$ cat src/rtl/cardinal_router_lport.sv
// Local port of a cardinal router: one flit per VC in each direction, with the
// link side and the core side working on opposite VCs in every cycle.
module cardinal_router_lport #(
  parameter int CNT_W = 16
) (
  input  logic             clk,
  input  logic             reset,
  input  logic             polarity,
  input  logic             rx_si,
  output logic             rx_ri,
  input  logic [63:0]      rx_di,
  output logic             tx_so,
  input  logic             tx_ro,
  output logic [63:0]      tx_do,
  output logic             core_so,
  input  logic             core_ro,
  output logic [63:0]      core_do,
  input  logic             core_si,
  output logic             core_ri,
  input  logic [63:0]      core_di,
  output logic [CNT_W-1:0] rx_count,
  output logic [CNT_W-1:0] tx_count
);

  logic        lv;
  logic        cv;
  logic [63:0] rx_data [2];
  logic [63:0] tx_data [2];
  logic [1:0]  rx_full;
  logic [1:0]  tx_full;
  logic        rx_take;
  logic        core_take;
  logic        core_put;
  logic [CNT_W-1:0] rx_count_reg;
  logic [CNT_W-1:0] tx_count_reg;

  assign lv = ~polarity;
  assign cv = polarity;

  assign rx_ri     = ~reset & ~rx_full[lv];
  assign rx_take   = rx_si & rx_ri;
  assign core_so   = ~reset & rx_full[cv];
  assign core_do   = rx_data[cv];
  assign core_take = core_so & core_ro;

  assign core_ri   = ~reset & ~tx_full[cv];
  assign core_put  = core_si & core_ri;
  assign tx_so     = ~reset & tx_full[lv] & tx_ro;
  assign tx_do     = tx_so ? tx_data[lv] : 64'h0;

  // Per-VC buffers: link and core never select the same VC in one cycle,
  // so set and clear of a full bit can never collide.
  for (genvar gi = 0; gi < 2; gi++) begin : g_vc
    localparam logic VC = 1'(gi);
    logic        rx_full_reg;
    logic        tx_full_reg;
    logic [63:0] rx_data_reg;
    logic [63:0] tx_data_reg;

    always_ff @(posedge clk) begin
      if (reset) begin
        rx_full_reg <= 1'b0;
        tx_full_reg <= 1'b0;
      end else begin
        if (rx_take && lv == VC)
          rx_full_reg <= 1'b1;
        else if (core_take && cv == VC)
          rx_full_reg <= 1'b0;
        if (core_put && cv == VC)
          tx_full_reg <= 1'b1;
        else if (tx_so && lv == VC)
          tx_full_reg <= 1'b0;
      end
    end

    // Data is left alone by reset; the full bits alone decide validity.
    always_ff @(posedge clk) begin
      if (rx_take && lv == VC)
        rx_data_reg <= rx_di;
      if (core_put && cv == VC)
        tx_data_reg <= core_di;
    end

    assign rx_full[gi] = rx_full_reg;
    assign tx_full[gi] = tx_full_reg;
    assign rx_data[gi] = rx_data_reg;
    assign tx_data[gi] = tx_data_reg;
  end

  always_ff @(posedge clk) begin
    if (reset) begin
      rx_count_reg <= '0;
      tx_count_reg <= '0;
    end else begin
      if (rx_take)
        rx_count_reg <= rx_count_reg + CNT_W'(1);
      if (tx_so)
        tx_count_reg <= tx_count_reg + CNT_W'(1);
    end
  end

  assign rx_count = rx_count_reg;
  assign tx_count = tx_count_reg;

endmodule

$ cat config.mk
export PLATFORM = sky130hd
export DESIGN_NAME = cardinal_router_lport
export DESIGN_NICKNAME = d
export VERILOG_FILES = /design/src/rtl/cardinal_router_lport.sv
export SDC_FILE = /design/constraint.sdc
export NUM_CORES = 1
export LEC_CHECK = 0
export CORE_MARGIN = 5
export CORE_UTILIZATION = 52
export DETAILED_ROUTE_END_ITERATION = 6
export HOLD_SLACK_MARGIN = 0.15
export PLACE_DENSITY = 0.95
export RECOVER_POWER = 100
export SYNTH_ARGS = -nofsm -noshare
export SYNTH_HDL_FRONTEND = slang
export SYNTH_SLANG_ARGS = --single-unit
$ cat constraint.sdc
create_clock -name clk -period 27.2 [get_ports clk]
set_input_delay 2.72 -clock clk [delete_from_list [all_inputs] [get_ports clk]]
set_output_delay 2.72 -clock clk [all_outputs]
set_load 0.01 [all_outputs]
**Word level (Yosys, flattened, before mapping)**

Cells that the tools add are included.

- Input port bits: 135
- Register bits: 292

- Reductions and logical operators: 12
- Muxes and demuxes: 23
- Magnitude comparators: 4
- Bitwise logic cells: 14
- $add $sub $neg: 2

Operators with widths:

| operator | count |
|---|---|
| two-way mux 64 bit | 7 |
| adder 16 x 1 -> 16 bit, second input constant | 2 |
| two-way mux 1 bit | 16 |
| bitwise AND 1 bit | 8 |
| logical AND 1 bit | 8 |
| nonzero test 2 bit | 4 |
| greater-or-equal comparator 2 bit, second input constant | 2 |
| less-than comparator 1 x 2 -> 1 bit, second input constant | 2 |
| inverter 1 bit | 4 |
| inverter 1 -> 2 bit | 2 |

**Logic depth before layout (Yosys ltp)**

Gate-level depths: netlist of the first run.

- Word-level depth: 8
- Depth in mapped cells: 6

**Worst setup path after synthesis of the first run**

OpenSTA, ideal clock, no wires.

- Path kind: input -> register
- Start point: input polarity
- End point: register g_vc[0].tx_data_reg[0] (enable)
- Setup time: 0.670 ns
- Setup slack: 16.801 ns
- Stages: 3
- Data required time: 26.530 ns
- Buffers on the path: 2
- Data arrival time: 9.729 ns
- Path through: buf_6 -> clkbuf_1 -> nor4b_1

- Cells in the longest elaborated chain, start to end: 6
- Elaborated cells between the ends (all ways): 7
- Classes of those cells: mux: 2; bitwise: 4; reduce/logical: 1

RTL lines:

| item | line | RTL |
|---|---|---|
| start: declaration | 8 | `input logic polarity,` |
| two-way mux 1 bit (not written as such) (2 in series) | 46 | `assign core_ri = ~reset & ~tx_full[cv];` |
| inverter 1 bit | 46 |  |
| bitwise AND 1 bit | 46 |  |
| bitwise AND 1 bit | 47 | `assign core_put = core_si & core_ri;` |
| logical AND 1 bit (*) | 80 | `if (core_put && cv == VC)` |
| end signal: assignment | 81 | `tx_data_reg <= core_di;` |
| end: declaration | 58 | `logic [63:0] tx_data_reg;` |

Mark *: on every way between the ends. The rest lies on a longest branch, timed or not. The select of a mux whose other input is x is not followed.
A chain may end at the register's enable or synchronous reset.

**Worst setup path in the final report of the first run**

- Start point: input reset
- End point: output tx_do[34]

- Cells in the longest elaborated chain, start to end: 4

RTL lines:

| item | line | RTL |
|---|---|---|
| start: declaration | 7 | `input logic reset,` |
| inverter 1 bit | 48 | `assign tx_so = ~reset & tx_full[lv] & tx_ro;` |
| bitwise AND 1 bit (2 in series) | 48 |  |
| two-way mux 64 bit | 49 | `assign tx_do = tx_so ? tx_data[lv] : 64'h0;` |
| end: declaration | 14 | `output logic [63:0] tx_do,` |

No other way between the ends.

==> results of run 1 <==
## power by group
part	leakage [nW]	switching (W)	internal, W
Combinational	2.27	0.0000281	0.0000300
Sequential	2.64	0.00000414	0.000503
Clock	0.443	0.000161	0.000218
Total	5.34	0.000193	0.000750
## layer usage
| layer | share of wire (%) | vias up | global-route usage (%) | wire length, um |
|---|---|---|---|---|
| met4 | 2.5 | 6 | 5.593 | 697 |
| met5 | 0.087 | - | 0 | 24 |
| met2 | 51 | 368 | 39.63 | 13950 |
| li1 | - | 3035 | - | - |
| met3 | 11 | 55 | 7.870 | 2942 |
| met1 | 36 | 3335 | 26.91 | 9971 |
## path summary, 6_finish.rpt
kind / endpoint / slack [ns] / cells past startpoint
max: tx_do[34] / 16.65 / 7
min: tx_count[15] / 0.49 / 1
max reg2reg: g_vc[1].rx_data_reg[48] / 23.02 / 4
min reg2reg: tx_count[15] / 0.49 / 1
## area by class of cell
type                            count  area (um2)  area share, %
Inverter                            5       18.77         0.1258
Antenna cell                       10       25.02         0.1677
Clock buffer                       33       719.4          4.821
Timing Repair Buffer              306        3010          20.17
Clock inverter                     19       176.4          1.182
Tap cell                          270       337.8          2.264
Multi-Input combinational cell    280        2227          14.92
Sequential cell                   292        8408          56.34
## logic make-up after synthesis
family | after synthesis | share of synthesized area [%]
xor gates and xnor gates | 17 | 1.384
DFF | 292 | 78.14
muxes | 70 | 7.314
and+or+nand+nor | 93 | 4.663
buffers and inverters | 34 | 1.267
adders and majority gates | 2 | 0.2325
AOI/OAI and AO/OA | 98 | 7.000
## cells in the final DEF (no fill, tap or decap), drive strengths merged, types with 2 or more instances in the layout
cell,count
clkdlybuf4s50,26
a22o,64
xnor2,7
o21ai,12
and4b,2
nor2,24
and4,4
nand2b,2
dlygate4sd3,271
inv,5
mux2i,4
o211ai,2
and3,6
edfxtp,256
nor2b,5
clkinv,16
a21oi,14
xor2,10
nand4,8
ha,2
dfxtp,36
o31ai,2
nor4,3
nor3,3
mux2,66
diode,10
clkbuf,41
or3,10
bufinv,3
nand2,10
nand3,13
## through the flow
step	power (W)	setup slack, ns	cells
3_5_place_dp	0.0005784	19.10	1153
2_1_floorplan	0.0005358	16.80	606
3_3_place_gp	0.0005750	19.20	1153
5_1_grt	0.0009772	16.42	1214
4_1_cts	0.0009568	19.09	1205
6_report	0.0009432	16.65	1215
## worst max-delay path: stages
cell and delay [ns]:
dlygate4sd3_1 0.54, clkbuf_1 0.69, nor2b_1 0.44, and3_2 0.22, clkbuf_1 2.12, a22o_1 0.41, dlygate4sd3_1 0.65
==> qor.csv, run 1 <==
metric;value;unit
Initial Util;53.01;%
Site Rows;52;
Power Dens Cells;63.20;nW/um2
Mapped Avg Cell Area;17.76;um2
Cells after Synth;606;
# setup viols final;0;
Crit. Startpoint;reset;
Synth top cells by count;256 x edfxtp_1, 65 x mux2_2, 64 x a22o_1;
fill count;1200;
DIE AREA;23670;um2
Setup TNS;0;ns
Final Cycle Share;38.79;%
largest net degree at the start of global routing;76;
post-synthesis sequential area ratio;78.14;%
HP Class;reg -> reg;
vias in the first global route;7153;
Ports;299;
Hold Vio Cnt, Final;0;
nets;1050;
Clock Pin Slew Worst Setup and Hold Paths;0.06;ns
skew final;0.01449;ns
Core Region;20300;um2
TritonCTS Buffers;28;
fin. max-slew vios;449;
IR drop worst, VDD;56.07;uV
Sink Count;292;
Req. time, crit path;24.48;ns
crit path DAT;7.83;ns
Starting DRT DRC Count;428;
Yosys top cell by area;edfxtp_1;
max_cap viols;8;
violated checks;max-capacitance violations, max-slew violations;
Routed Antenna Nets;0;
hold_buf cts;0;
via count;6799;
outcome;complete, but fails checks;
RePlAce Congestion;0.8173;
Post-synth top flop;edfxtp_1;
cell leakage power;5.343;nW
#FFs+latches synth;292;
Post-CTS Setup Inserts;0;
Skew-Pair Late Insertion Delay;0.54;ns
hold_ws;0.4880;ns
H-tree levels;1;
Die Wd;153.9;um
Clock Tree Root;clkbuf_16;
number of flops mapped to enable cells by yosys;256;
First-pass DRT Iterations;5;
Highest Clock Rate;94.79;MHz
Layout area overhead;38.69;%
post-DR vias/cell;5.596;
drt total wl;27590;um
TritonCTS clock tree;done;
clk buf depth;3;
post_cts resized;0;
largest cells by area after synthesis;edfxtp_1 71%, mux2_2 6.8%, dfxtp_1 6.7%;
Tightest Pin Transition;4.126;ns
first-pass GRT wire length;41920;um
Yosys cell types;37;
worst r2r src;g_vc[0].rx_full_reg;
Post-synth ARST share;0;%
GRT Overall Usage;22.61;%
layout cell share with drive strength beyond 1;9.519;%
IO buf count;298;
post-synthesis cell area;10760;um2
Slew HR;-175.0;%
unrepaired setup endpoints after global routing;no;
Min-Delay Startpoint;tx_count[15];
grt ovf;0;
Yosys top cell area share;71.44;%
syn nets;743;
WS Path Type;in -> out;
Syn. warnings;0;
drc violations;0;
Avg WL per Cell;22.70;um
CP Launch Type;input pin;
CP Capture Type;primary output;
most frequent cell after synthesis;edfxtp_1;
DP HPWL;18270;um
Cell Area, Placed;14040;um2
fin crit period;10.55;ns
post-layout util;73.51;%
Max FO, Critical Path;64;
initial antenna violation count;13;
final instance area;14920;um2
Die Y;153.9;um
Power figures use the tool's default switching activity.
==> inputs of run 2 (changes only) <==
--- a/config.mk
+++ b/config.mk
@@ -6,10 +6,10 @@
 export NUM_CORES = 1
 export LEC_CHECK = 0
 export CORE_MARGIN = 5
-export CORE_UTILIZATION = 52
+export CORE_UTILIZATION = 48
 export DETAILED_ROUTE_END_ITERATION = 6
 export HOLD_SLACK_MARGIN = 0.15
-export PLACE_DENSITY = 0.95
+export PLACE_DENSITY = 0.9
 export RECOVER_POWER = 100
 export SYNTH_ARGS = -nofsm -noshare
 export SYNTH_HDL_FRONTEND = slang
==> constraint.sdc (replaced) <==
create_clock -name clk -period 10.96 [get_ports clk]
set_input_delay 1.096 -clock clk [delete_from_list [all_inputs] [get_ports clk]]
set_output_delay 1.096 -clock clk [all_outputs]
set_load 0.01 [all_outputs]
==> run 2 against run 1 <==
Net effect: routed wire length fell by 6.9%; clock skew rose by 0.00095 ns; cell count rose by 0.82%; first-iteration DRC count fell by 17%; worst hold slack got worse by 0.0082 ns; the flow still finishes with violations (max-capacitance violations, max-slew violations); total power rose to 2.5 times the previous value; combinational power rose by 140%; count of clock-buffer cells in the layout fell by 1.
==> qor.csv, run 2 (synthesized netlist as in run 1, its figures left out) <==
metric;value;unit;change
crit path DAT;6.15;ns;-1.68 ns
setup ws final;3.718;ns;-12.93 ns
Critical-path top delay cell;clkbuf_1;;
Ports;299;;unchanged
IR drop worst, VDD;152.5;uV;+170%
First-pass DRT Iterations;5;;unchanged
Layout area overhead;39.51;%;
TritonCTS clock tree;done;;
drc violations;0;;unchanged
hold_buf cts;0;;unchanged
fin crit period;7.242;ns;
layout cell share with drive strength beyond 1;10.04;%;+0.52 points
total chip power;0.002392;W;+150%
via count;6599;;-2.9%
crit-path cells;dlygate4sd3_1 -> clkbuf_1 -> nand2b_1 -> nor3_2 -> clkbuf_1 -> a22o_1 -> dlygate4sd3_1;;
Core Region;21960;um2;+8.2%
slowest cell delay on critical path;2.07;ns;-0.05 ns
Setup TNS;0;ns;unchanged
Routed Antenna Nets;0;;unchanged
# setup viols final;0;;unchanged
Skew-Pair Late Insertion Delay;0.53;ns;about the same
Final Cycle Share;66.08;%;
Highest Clock Rate;138.1;MHz;
Multi-input gate area;2227;um2;unchanged
Site Rows;54;;+3.8%
clk buf depth;3;;unchanged
TritonCTS Buffers;29;;+3.6%
Hold Vio Cnt, Final;0;;unchanged
largest net degree at the start of global routing;78;;+2.6%
GRT Overall Usage;19.29;%;-3.3 points
Post-CTS Setup Inserts;0;;unchanged
Die Wd;159.7;um;+3.8%
DP HPWL;17570;um;-3.8%
vias in the first global route;6848;;-4.3%
CP Capture Type;primary output;;
R2R cell count;2;;-2
H-tree levels;1;;unchanged
drt total wl;25690;um;-6.9%
Slew HR;-180.1;%;-5.1 points
post-DR vias/cell;5.387;;-3.7%
fin. max-slew vios;316;;-30%
Tightest Pin Transition;4.201;ns;+0.07588 ns
Reg area;8408;um2;unchanged
post_cts resized;0;;unchanged
outcome;complete, but fails checks;;
RePlAce Congestion;0.8185;;+0.15%
Clock Pin Slew Worst Setup and Hold Paths;0.06;ns;about the same
first-pass GRT wire length;38920;um;-7.1%
WS Path Type;in -> out;;
hold_ws;0.4798;ns;-0.008173 ns
Starting DRT DRC Count;354;;-17%
Cell Area, Placed;14060;um2;about the same
grt ovf;0;;unchanged
skew final;0.01544;ns;+0.0009459 ns
unrepaired setup endpoints after global routing;no;;
violated checks;max-capacitance violations, max-slew violations;;
max_cap viols;5;;-3
Initial Util;49.00;%;-4.0 points
Avg WL per Cell;20.97;um;-7.6%
most frequent cells in the layout;269 x dlygate4sd3_1, 256 x edfxtp_1, 64 x a22o_1, 44 x mux2_2, 36 x dfxtp_1;;
Clock Tree Root;clkbuf_16;;
DIE AREA;25510;um2;+7.8%
final instance area;15010;um2;+0.60%
Max FO, Critical Path;65;;+1.6%
hold path depth;1;;unchanged
fill count;1428;;+19%
Sink Count;292;;unchanged
Req. time, crit path;9.86;ns;-14.62 ns
IO buf count;298;;unchanged
Power Dens Cells;159.3;nW/um2;+150%
HP Class;reg -> reg;;
Die Y;159.7;um;+3.8%
nets;1051;;+0.095%
CP Launch Type;input pin;;
commonest non-fill, non-tap cell in the layout;dlygate4sd3_1;;
cell leakage power;5.373;nW;+0.55%
Setup WS pre-CTS;6.214;ns;-12.89 ns
initial antenna violation count;15;;+2
==> run 2: layout make-up <==
type | count | area share (%)
inverters | 5 | 0.1250
multi-input cells | 280 | 14.84
clock inverters | 21 | 1.534
repair buffers | 306 | 20.10
clock buffers | 32 | 4.909
diodes | 9 | 0.1500
well taps | 280 | 2.334
flip-flops and latches | 292 | 56.01
==> run 2: path summary, 6_finish.rpt <==
check,start,endpoint,slack [ns]
setup / recovery,reset,tx_do[6],3.72
hold / removal,tx_count[15],tx_count[15],0.48
setup reg to reg,g_vc[0].tx_full_reg,g_vc[0].tx_data_reg[34],7.10
hold reg to reg,tx_count[15],tx_count[15],0.48
==> run 2: report_power, final <==
| group | total (W) | internal [W] | switching [W] |
|---|---|---|---|
| Sequential | 0.00125 | 0.00125 | 0.00000941 |
| Combinational | 0.000141 | 0.0000747 | 0.0000661 |
| Clock | 0.000996 | 0.000600 | 0.000396 |
| Total | 0.00239 | 0.00192 | 0.000471 |
==> run 2: critical path: cells and delay by family <==
kind / cells / cell delay, ns
simple gates: 2 / 0.67
compound gates: 1 / 0.44
buf+inv: 4 / 3.90
==> run 2: metal layers <==
| layer | vias up | part of all wire (%) | global-route usage, % |
|---|---|---|---|
| met5 | - | 0.22 | 0 |
| met2 | 287 | 51 | 33.44 |
| li1 | 3032 | - | - |
| met3 | 60 | 8.9 | 6.701 |
| met1 | 3210 | 37 | 22.41 |
| met4 | 10 | 3.1 | 6.667 |
==> run 2: stage by stage <==
stage | utilization [%] | cells
after global placement | 64.01 | 1163
after floorplan | - | 606
after global routing | 68.36 | 1225
after CTS | 68.42 | 1216
final | 68.36 | 1225
after detailed placement | 64.01 | 1163
==> inputs of run 3 (changes only) <==
==> constraint.sdc (replaced) <==
create_clock -name clk -period 7.59 [get_ports clk]
set_input_delay 0.759 -clock clk [delete_from_list [all_inputs] [get_ports clk]]
set_output_delay 0.759 -clock clk [all_outputs]
set_load 0.01 [all_outputs]
==> run 3 against run 2 <==
Net effect: die area unchanged; the run still ends with max-capacitance violations, max-slew violations left; largest cell class unchanged; clock skew down 0.0083 ns; first-iteration DRC count up 0.56%; worst hold slack better by 0.011 ns.
==> qor.csv, run 3 (synthesized netlist as in run 1, its figures left out) <==
metric;value;unit;change
IO buf count;298;;unchanged
post-layout util;68.03;%;-0.33 points
internal power;0.002672;W;+39%
slowest cell delay on critical path;1.36;ns;-0.71 ns
first-pass GRT wire length;39010;um;+0.23%
WS Path Type;in -> out;;
skew final;0.007156;ns;-0.008284 ns
initial antenna violation count;14;;-1
CP Launch Type;input pin;;
Tightest Pin Transition;3.660;ns;-0.5418 ns
unrepaired setup endpoints after global routing;no;;
CP Buf/Inv Count;4;;unchanged
clk buf depth;3;;unchanged
fill count;1449;;+1.5%
H-tree levels;1;;unchanged
Finished Layout Cells;1224;;-0.082%
Sink Count;292;;unchanged
Routed Antenna Nets;0;;unchanged
RePlAce Congestion;0.8314;;+1.6%
Layout area overhead;38.84;%;
Req. time, crit path;6.83;ns;-3.03 ns
post-DR vias/cell;5.412;;+0.46%
IR drop worst, VDD;202.3;uV;+33%
commonest non-fill, non-tap cell in the layout;edfxtp_1;;
Clock Tree Root;clkbuf_16;;
TritonCTS Buffers;29;;unchanged
outcome;complete, but fails checks;;
post_cts resized;0;;unchanged
Core Region;21960;um2;unchanged
GRT Overall Usage;19.24;%;-0.045 points
violated checks;max-capacitance violations, max-slew violations;;
cell leakage power;5.174;nW;-3.7%
Starting DRT DRC Count;356;;+0.56%
Site Rows;54;;unchanged
Setup WS pre-CTS;3.225;ns;-2.989 ns
Critical-path top delay cell;clkbuf_1;;
Skew-Pair Late Insertion Delay;0.52;ns;about the same
Hold Vio Cnt, Final;0;;unchanged
Highest Clock Rate;173.3;MHz;
clock share of power;39.6;%;-2.0 points
DP HPWL;17420;um;-0.89%
cell mode on critical path;dlygate4sd3_1;;
Multi-input gate area;2243;um2;+0.73%
Die Wd;159.7;um;unchanged
Ports;299;;unchanged
vias in the first global route;6895;;+0.69%
# setup viols final;0;;unchanged
Final Cycle Share;76.05;%;
Max FO, Critical Path;64;;-1.5%
First-pass DRT Iterations;5;;unchanged
cell family with most CP delay;buffers and inverters;;
layout cell share with drive strength beyond 1;10.59;%;+0.55 points
Slew HR;-144.0;%;+36 points
Initial Util;49.00;%;unchanged
drt total wl;25620;um;-0.26%
drc violations;0;;unchanged
NetSw;0.0006673;W;+42%
setup ws final;1.818;ns;-1.900 ns
largest net degree at the start of global routing;83;;+6.4%
sequential share of power;54.4;%;+1.9 points
via count;6624;;+0.38%
fin. max-slew vios;306;;-3.2%
grt ovf;0;;unchanged
fin crit period;5.772;ns;
DIE AREA;25510;um2;unchanged
sw frac;19.98;%;+0.29 points
Die Y;159.7;um;unchanged
Power Dens Cells;223.5;nW/um2;+40%
hold_buf cts;0;;unchanged
TritonCTS clock tree;done;;
Reg area;8408;um2;unchanged
nets;1050;;-0.095%
Combinational Power Share;6.0;%;about the same
HP Class;reg -> reg;;
Clock Pin Slew Worst Setup and Hold Paths;0.06;ns;about the same
placed cell count;1162;;-0.086%
Avg WL per Cell;20.93;um;-0.18%
CP Capture Type;primary output;;
max_cap viols;5;;unchanged
Post-CTS Setup Inserts;0;;unchanged
most frequent cells in the layout;256 x edfxtp_1, 235 x dlygate4sd3_1, 64 x a22o_1, 62 x clkdlybuf4s50_1, 53 x mux2_2;;
crit path DAT;5.01;ns;-1.14 ns
Setup TNS;0;ns;unchanged
crit-path cells;dlygate4sd3_1 -> clkbuf_1 -> nor2b_1 -> and3_2 -> clkbuf_2 -> a22o_1 -> dlygate4sd3_1;;
run 3: power groups by stage:
stage          clock network, W  registers (W)   logic, W
6_report                0.00132        0.00182   0.000202
2_1_floorplan                 0        0.00184  0.0000760
5_1_grt                 0.00143        0.00182   0.000216
3_3_place_gp                  0        0.00184   0.000219
4_1_cts                 0.00135        0.00181   0.000227
3_5_place_dp                  0        0.00185   0.000225
run 3: worst paths after layout:
check,start,end,slack (ns),cells past startpoint
worst min-delay path,tx_count[15],tx_count[15],0.49,1
worst min register to register,tx_count[15],tx_count[15],0.49,1
worst max register to register,g_vc[0].tx_full_reg,g_vc[1].tx_data_reg[22],3.47,4
worst max-delay path,reset,tx_do[46],1.82,7
run 3: stage by stage:
stage	instance area [um2]	power [W]	hold slack, ns
2_1_floorplan	10770	0.001919	0.4739
3_3_place_gp	14060	0.002061	0.4678
3_5_place_dp	14060	0.002070	0.4850
4_1_cts	14940	0.003394	0.4884
5_1_grt	14940	0.003463	0.5057
6_report	14940	0.003340	0.4904
run 3: layout make-up:
class | instances | area share, %
well taps | 280 | 2.345
flip-flops and latches | 292 | 56.28
clock inverters | 18 | 0.9129
clock buffers | 35 | 5.008
diodes | 9 | 0.1508
multi-input cells | 280 | 15.02
inverters | 5 | 0.1256
repair buffers | 305 | 20.16
run 3: per-layer routing:
| layer | share of wire [%] | vias up | global-route usage, % |
|---|---|---|---|
| met1 | 37 | 3232 | 21.98 |
| met4 | 3.7 | 8 | 7.692 |
| met3 | 8.8 | 79 | 6.392 |
| li1 | - | 3028 | - |
| met5 | 0.19 | - | 0 |
| met2 | 51 | 277 | 33.49 |
